**config.mk**
```make
export PLATFORM = sky130hd
export DESIGN_NAME = bl_scan_sequencer_flat
export DESIGN_NICKNAME = d
export VERILOG_FILES = /design/src/rtl/bl_scan_sequencer_if.sv /design/src/rtl/bl_scan_sequencer.sv /design/src/flat_wrapper.sv
export SDC_FILE = /design/constraint.sdc
export NUM_CORES = 1
export LEC_CHECK = 0
export BUFFER_PORTS_ARGS = -buffer_cell sky130_fd_sc_hd__buf_2
export CORE_UTILIZATION = 53
export CTS_CLUSTER_DIAMETER = 100
export DETAILED_ROUTE_END_ITERATION = 6
export PLACE_DENSITY = 0.76
export SETUP_SLACK_MARGIN = 0.05
export SYNTH_ARGS = -nofsm -noshare
export SYNTH_HDL_FRONTEND = slang
export SYNTH_SLANG_ARGS = --single-unit
```
**constraint.sdc**
```tcl
create_clock -name clk -period 3.9 [get_ports clk]
set_clock_uncertainty 0.2 [all_clocks]
set_input_delay 0.39 -clock clk [delete_from_list [all_inputs] [get_ports clk]]
set_output_delay 0.39 -clock clk [all_outputs]
set_load 0.05 [all_outputs]
```
**src/rtl/bl_scan_sequencer_if.sv**
```systemverilog
// Control/status bundle between a scan controller and bl_scan_sequencer.
// col_mask exists only when BL_SCAN_MASK_EN is defined.
interface bl_scan_sequencer_if #(
    parameter int ADDR_W  = 3,
    parameter int DWELL_W = 8
);
    localparam int NUM_BL = 2 ** ADDR_W;

    logic               start;
    logic               stop;
    logic               continuous;
    logic [DWELL_W-1:0] dwell;
`ifdef BL_SCAN_MASK_EN
    logic [NUM_BL-1:0]  col_mask;
`endif
    logic               en;
    logic [ADDR_W-1:0]  addr;
    logic               sample;
    logic               busy;
    logic               done;

`ifdef BL_SCAN_MASK_EN
    modport master (output start, stop, continuous, dwell, col_mask,
                    input  en, addr, sample, busy, done);
    modport slave  (input  start, stop, continuous, dwell, col_mask,
                    output en, addr, sample, busy, done);
`else
    modport master (output start, stop, continuous, dwell,
                    input  en, addr, sample, busy, done);
    modport slave  (input  start, stop, continuous, dwell,
                    output en, addr, sample, busy, done);
`endif
endinterface

```
**src/rtl/bl_scan_sequencer.sv**
```systemverilog
// Bit-line column scan sequencer driving the downstream mux EN/address inputs.
// Optional column masking is enabled by defining BL_SCAN_MASK_EN.
module bl_scan_sequencer #(
    parameter int ADDR_W  = 3,
    parameter int DWELL_W = 8,
    parameter int SETTLE  = 2
) (
    input  logic                 clk,
    input  logic                 rst_n,
    bl_scan_sequencer_if.slave   bus
);
    localparam int unsigned NUM_BL = 2 ** ADDR_W;
    localparam int          SET_W  = $clog2(SETTLE + 1);
    localparam int          CNT_W  = (DWELL_W > SET_W) ? DWELL_W : SET_W;
    localparam logic [CNT_W-1:0] SETTLE_LAST = CNT_W'(SETTLE - 1);

    typedef enum logic [2:0] {
        S_IDLE,
        S_SETTLE,
        S_DWELL,
        S_GAP,
        S_DONE
    } state_t;

    state_t              state, state_n;
    logic [CNT_W-1:0]    cnt, cnt_n;
    logic [ADDR_W-1:0]   col, col_n;
    logic [DWELL_W-1:0]  d_lat, d_n;
    logic                cont_lat, cont_n;
    logic [NUM_BL-1:0]   mask_lat, mask_n;
    logic [NUM_BL-1:0]   mask_in;
    logic [CNT_W-1:0]    dwell_last;

    logic                en_q, en_n;
    logic [ADDR_W-1:0]   addr_q, addr_n;
    logic                sample_q, sample_n;
    logic                busy_q, busy_n;
    logic                done_q, done_n;

    logic                nxt_found;
    logic [ADDR_W-1:0]   nxt_col;

`ifdef BL_SCAN_MASK_EN
    assign mask_in = bus.col_mask;
`else
    assign mask_in = '1;
`endif

    assign dwell_last = CNT_W'(d_lat) - CNT_W'(1);

    function automatic logic [ADDR_W-1:0] first_col(input logic [NUM_BL-1:0] m);
        first_col = '0;
        for (int unsigned i = NUM_BL; i > 0; i--) begin
            if (m[i-1]) first_col = ADDR_W'(i - 1);
        end
    endfunction

    // Next scanned column above the current one, searched in the latched mask.
    always_comb begin
        nxt_found = 1'b0;
        nxt_col   = '0;
        for (int unsigned i = NUM_BL; i > 0; i--) begin
            if (mask_lat[i-1] && ((i - 1) > 32'(col))) begin
                nxt_found = 1'b1;
                nxt_col   = ADDR_W'(i - 1);
            end
        end
    end

    always_comb begin
        state_n = state;
        cnt_n   = cnt;
        col_n   = col;
        d_n     = d_lat;
        cont_n  = cont_lat;
        mask_n  = mask_lat;

        case (state)
            S_IDLE: begin
                if (bus.start && !bus.stop) begin
                    d_n     = (bus.dwell == '0) ? DWELL_W'(1) : bus.dwell;
                    cont_n  = bus.continuous;
                    mask_n  = mask_in;
                    cnt_n   = '0;
                    col_n   = first_col(mask_in);
                    state_n = (|mask_in) ? S_SETTLE : S_DONE;
                end
            end
            S_SETTLE: begin
                if (cnt == SETTLE_LAST) begin
                    state_n = S_DWELL;
                    cnt_n   = '0;
                end else begin
                    cnt_n = cnt + 1'b1;
                end
            end
            S_DWELL: begin
                if (cnt == dwell_last) begin
                    cnt_n = '0;
                    if (nxt_found) begin
                        state_n = S_GAP;
                        col_n   = nxt_col;
                    end else begin
                        state_n = S_DONE;
                    end
                end else begin
                    cnt_n = cnt + 1'b1;
                end
            end
            S_GAP: begin
                state_n = S_SETTLE;
                cnt_n   = '0;
            end
            S_DONE: begin
                // An empty mask never restarts, even in continuous mode.
                if (cont_lat && (|mask_lat)) begin
                    state_n = S_SETTLE;
                    cnt_n   = '0;
                    col_n   = first_col(mask_lat);
                end else begin
                    state_n = S_IDLE;
                    col_n   = '0;
                end
            end
            default: begin
                state_n = S_IDLE;
                cnt_n   = '0;
                col_n   = '0;
            end
        endcase

        if (bus.stop && (state != S_IDLE)) begin
            state_n = S_IDLE;
            cnt_n   = '0;
            col_n   = '0;
        end

        // Outputs are registered copies of what the next state implies.
        en_n     = (state_n == S_SETTLE) || (state_n == S_DWELL);
        addr_n   = ((state_n == S_IDLE) || (state_n == S_DONE)) ? '0 : col_n;
        sample_n = (state_n == S_DWELL) && (cnt_n == dwell_last);
        busy_n   = (state_n != S_IDLE);
        done_n   = (state_n == S_DONE);
    end

    always_ff @(posedge clk or negedge rst_n) begin
        if (!rst_n) begin
            state    <= S_IDLE;
            cnt      <= '0;
            col      <= '0;
            d_lat    <= DWELL_W'(1);
            cont_lat <= 1'b0;
            mask_lat <= '0;
            en_q     <= 1'b0;
            addr_q   <= '0;
            sample_q <= 1'b0;
            busy_q   <= 1'b0;
            done_q   <= 1'b0;
        end else begin
            state    <= state_n;
            cnt      <= cnt_n;
            col      <= col_n;
            d_lat    <= d_n;
            cont_lat <= cont_n;
            mask_lat <= mask_n;
            en_q     <= en_n;
            addr_q   <= addr_n;
            sample_q <= sample_n;
            busy_q   <= busy_n;
            done_q   <= done_n;
        end
    end

    assign bus.en     = en_q;
    assign bus.addr   = addr_q;
    assign bus.sample = sample_q;
    assign bus.busy   = busy_q;
    assign bus.done   = done_q;
endmodule

```
**src/flat_wrapper.sv**
```systemverilog
// flat-port wrapper written by rule: the top's interface ports become plain ports
module bl_scan_sequencer_flat 
#(
    parameter int ADDR_W  = 3,
    parameter int DWELL_W = 8,
    parameter int SETTLE  = 2
)
  (clk, rst_n, bus_start, bus_stop, bus_continuous, bus_dwell, bus_en, bus_addr, bus_sample, bus_busy, bus_done);
  bl_scan_sequencer_if #(.ADDR_W(ADDR_W), .DWELL_W(DWELL_W)) bus_i ();
  input  logic clk;
  input  logic rst_n;
  input wire logic [$bits(bus_i.start)-1:0] bus_start;
  input wire logic [$bits(bus_i.stop)-1:0] bus_stop;
  input wire logic [$bits(bus_i.continuous)-1:0] bus_continuous;
  input wire logic [$bits(bus_i.dwell)-1:0] bus_dwell;
  output wire logic [$bits(bus_i.en)-1:0] bus_en;
  output wire logic [$bits(bus_i.addr)-1:0] bus_addr;
  output wire logic [$bits(bus_i.sample)-1:0] bus_sample;
  output wire logic [$bits(bus_i.busy)-1:0] bus_busy;
  output wire logic [$bits(bus_i.done)-1:0] bus_done;
  assign bus_i.start = bus_start;
  assign bus_i.stop = bus_stop;
  assign bus_i.continuous = bus_continuous;
  assign bus_i.dwell = bus_dwell;
  assign bus_en = bus_i.en;
  assign bus_addr = bus_i.addr;
  assign bus_sample = bus_i.sample;
  assign bus_busy = bus_i.busy;
  assign bus_done = bus_i.done;
  bl_scan_sequencer #(.ADDR_W(ADDR_W), .DWELL_W(DWELL_W), .SETTLE(SETTLE)) u_core (.clk(clk), .rst_n(rst_n), .bus(bus_i));
endmodule
```
==> results.toml <==
[clock_network]
skew_pair_late_insertion_delay_ns = 0.29
ctsLongestPathBuffers = 2
clk_pin_slew_ns = 0.07
cts_resized = 0
ctsRootBufferMaster = "clkbuf_8"
ctsHtreeMaxLevel = 2
tritoncts_num_sinks = 31
tritoncts.num_buffers = 5
tritoncts = "built"

[detailed_routing]
top_layer = "met4"
met3_length_um = 230
detail_route.iter0.violations = 126
vias_per_cell = 5.975
route.met2.wl_mm = 2.206
per_cell_routed_wire_length_um = 15.97
drcViolationCount = 0
route.final.wire_length_mm = 4.535
drt.antenna.violating_nets = 0
drt_pass1_iterations = 6
route.layer.met1.wl_mm = 1.989
via_count = 1697

[timing]
finalCritPeriodShare = 0.9380
tightestPinTransition_ns = 0.6906
timing.final.ws_setup_ns = 0.2417
timing.setup.tns_ns = 0
rsz0062_at_grt = "no"
fmax_mhz = 273.4
final-setup-viol-count = 0
timing_max_transition_violations_final = 0
final_hold_fails = 0
holdWs_ns = 0.1106
slew-limit-headroom = 0.5396
fin_crit_period_ns = 3.658

[layout]
fillerInstances = 324
area_growth_syn_to_layout_pct = 13.68
final_util = 0.6306
layout.nets = 251
layout-drive-gt1-share = 0.2542
antennaDiodeCount = 0
post_route_cell_area_mm2 = 0.002308

[logic_synthesis]
yosysMostFrequentCell = "dfrtp_1"
synth_top_cell_by_area = "dfrtp_1"
cell_area_after_synthesis_mm2 = 0.002031
ys_warn_count = 0
synth_common_cells = "dfrtp_1, nand2_1, nor2_1"
synth_instances = 208
yosysSeqAreaShare = 0.3826
flip_flop_and_latch_count_after_synthesis = 31
yosysUniqueCellTypes = 61
synth_top_area_share = 0.3697
synth_edf_count = 0
synthFlopType = "dfrtp_1"
postSynthNetCount = 224
syn_avg_cell_area_um2 = 9.763
asyncSetResetFlopFracSynth = 1.000
post_synth_main_area_contributors = "dfrtp_1, mux2_2, xnor2_1"

[global_route]
grt.overflow.total = 0
grt_max_degree = 32
first_global_vias = 1616
initial_antenna_violation_count = 0
grt.total_usage = 0.2518
wire_length_of_the_first_global_routing_pass_mm = 7.734

[hold_path]
min_path_cells = 2
hold_start = "bus_stop"
holdPathEnd = "u_core.bus.done"
timing.hold.worst.class = "in -> reg"

[placement]
place.detailed.hpwl_mm = 3.263
preCtsSetupSlack_ns = 0.1119
globalplace.congestion = 0.8679
buffer_ports.inserted = 19
placedInstanceArea_mm2 = 0.002182

[power]
power_per_cell_area_mw_per_mm2 = 685.4
maximum_vdd_drop_v = 0.0004422
leakage_nw = 0.9996

[critical_path]
reg2reg_from = "u_core.d_lat[0]"
timing.critical_path.required_ns = 3.90
end_kind = "flop"
critical_path.reg2reg.endpoint = "u_core.bus.sample"
crit_fanout = 6
reg2reg_setup_slack_ns = 0.24
worstSetupStartpointType = "flop"
rr_worst_depth = 12
timing.setup.critical_path_class = "reg -> reg"
crit_arrival_ns = 3.66

[floorplan]
fp.dieArea_mm2 = 0.004083
floorplan.io_pins = 20
die_w_um = 63.90
placement_rows = 22
design.core.area_mm2 = 0.003661
initial_utilization = 0.5547
die_h_um = 63.90

[flow_run]
max-cap-violations = 0

[run_status]
status = "completed"
[timing repair]
item / 4_1_cts / 5_1_grt
hold buffers: 1 / 0
endpoints found under the setup margin: 0 / 1
endpoints found under the hold margin: 30 / 0
setup buffers: 0 / 3
[power by group]
part           switching, mW  internal [mW]
combinational          0.434          0.359
sequential             0.122          0.406
clock                  0.134          0.127
total                  0.690          0.892
[how the worst max path moves through the flow]
stage                         start                 to  depth (start not counted)
floorplan           u_core.d_lat[0]  u_core.bus.sample                         12
global placement    u_core.d_lat[0]  u_core.bus.sample                         12
detailed placement  u_core.d_lat[0]  u_core.bus.sample                         12
CTS                 u_core.d_lat[0]  u_core.bus.sample                         12
global route        u_core.d_lat[0]  u_core.bus.sample                         12
finish              u_core.d_lat[0]  u_core.bus.sample                         12
[cells by family after synthesis]
logic type / after synthesis / synth area share
buf+inv: 18 / 0.03697
fa+ha+maj: 3 / 0.01849
simple gates: 83 / 0.2452
mux: 10 / 0.05484
xor+xnor: 15 / 0.07147
compound gates: 48 / 0.1904
flops: 31 / 0.3826
[metrics by stage]
stage	cells	power, mW
after floorplan	208	1.102
after global placement	272	1.275
after detailed placement	272	1.287
after CTS	281	1.554
after global routing	284	1.698
final	284	1.582
[flip-flops by register name, summed over array words and instances (netlist names)]
name / flops
u_core.bus.addr: 3
u_core.bus.busy: 1
u_core.bus.done: 1
u_core.bus.en: 1
u_core.bus.sample: 1
u_core.cnt: 8
u_core.col: 3
u_core.cont_lat: 1
u_core.d_lat: 8
u_core.mask_lat: 1
u_core.state: 3
[cells in the final DEF (no fill, tap or decap), types with 2 or more instances in the layout]
cell and n:
a2111o_1 3, a2111oi_0 2, a21o_1 3, a21oi_1 10, a21oi_2 2, a221oi_1 2, a31o_2 3, and2_1 3
and3_1 2, buf_2 19, buf_4 7, clkbuf_8 5, clkinv_4 2, dfrtp_1 30, ha_1 3, inv_1 11
mux2_2 8, nand2_1 15, nand2b_1 8, nand3_1 7, nand3b_1 2, nor2_1 13, nor2b_1 5, nor3b_1 5
nor4_1 3, nor4_2 3, o211a_1 2, o21ai_0 3, o221a_2 2, o22ai_1 2, o31ai_1 2, or3_1 4
or4b_1 2, xnor2_1 10, xor2_1 4
[cell type report]
class / count / area [um2] / share of cell area
tap: 48 / 60.06 / 0.02602
clock buffer: 5 / 68.82 / 0.02981
sequential: 31 / 777.0 / 0.3366
timing repair buffer: 27 / 157.7 / 0.06829
multi-input combinational: 159 / 1179 / 0.5106
clock inverter: 3 / 25.02 / 0.01084
inverter: 11 / 41.29 / 0.01789
[worst max-delay path, cell delays in order (launching register included)]
cell and delay (ns):
dfstp_2 0.55, inv_1 0.06, ha_1 0.20, nor2b_1 0.15, and2b_4 0.19, or3_1 0.37, a2111o_1 0.41, o21ai_2 0.17
nand2_1 0.10, o211a_1 0.25, xnor2_1 0.12, or4b_1 0.53, nor4_2 0.27
[metal layers]
metal / GRT usage / up-vias
met4: 0.1335 / 0
met2: 0.3896 / 57
met5: 0 / -
li1: - / 820
met3: 0.03750 / 9
met1: 0.3399 / 811
No activity file was read; power rests on OpenSTA's default activity.
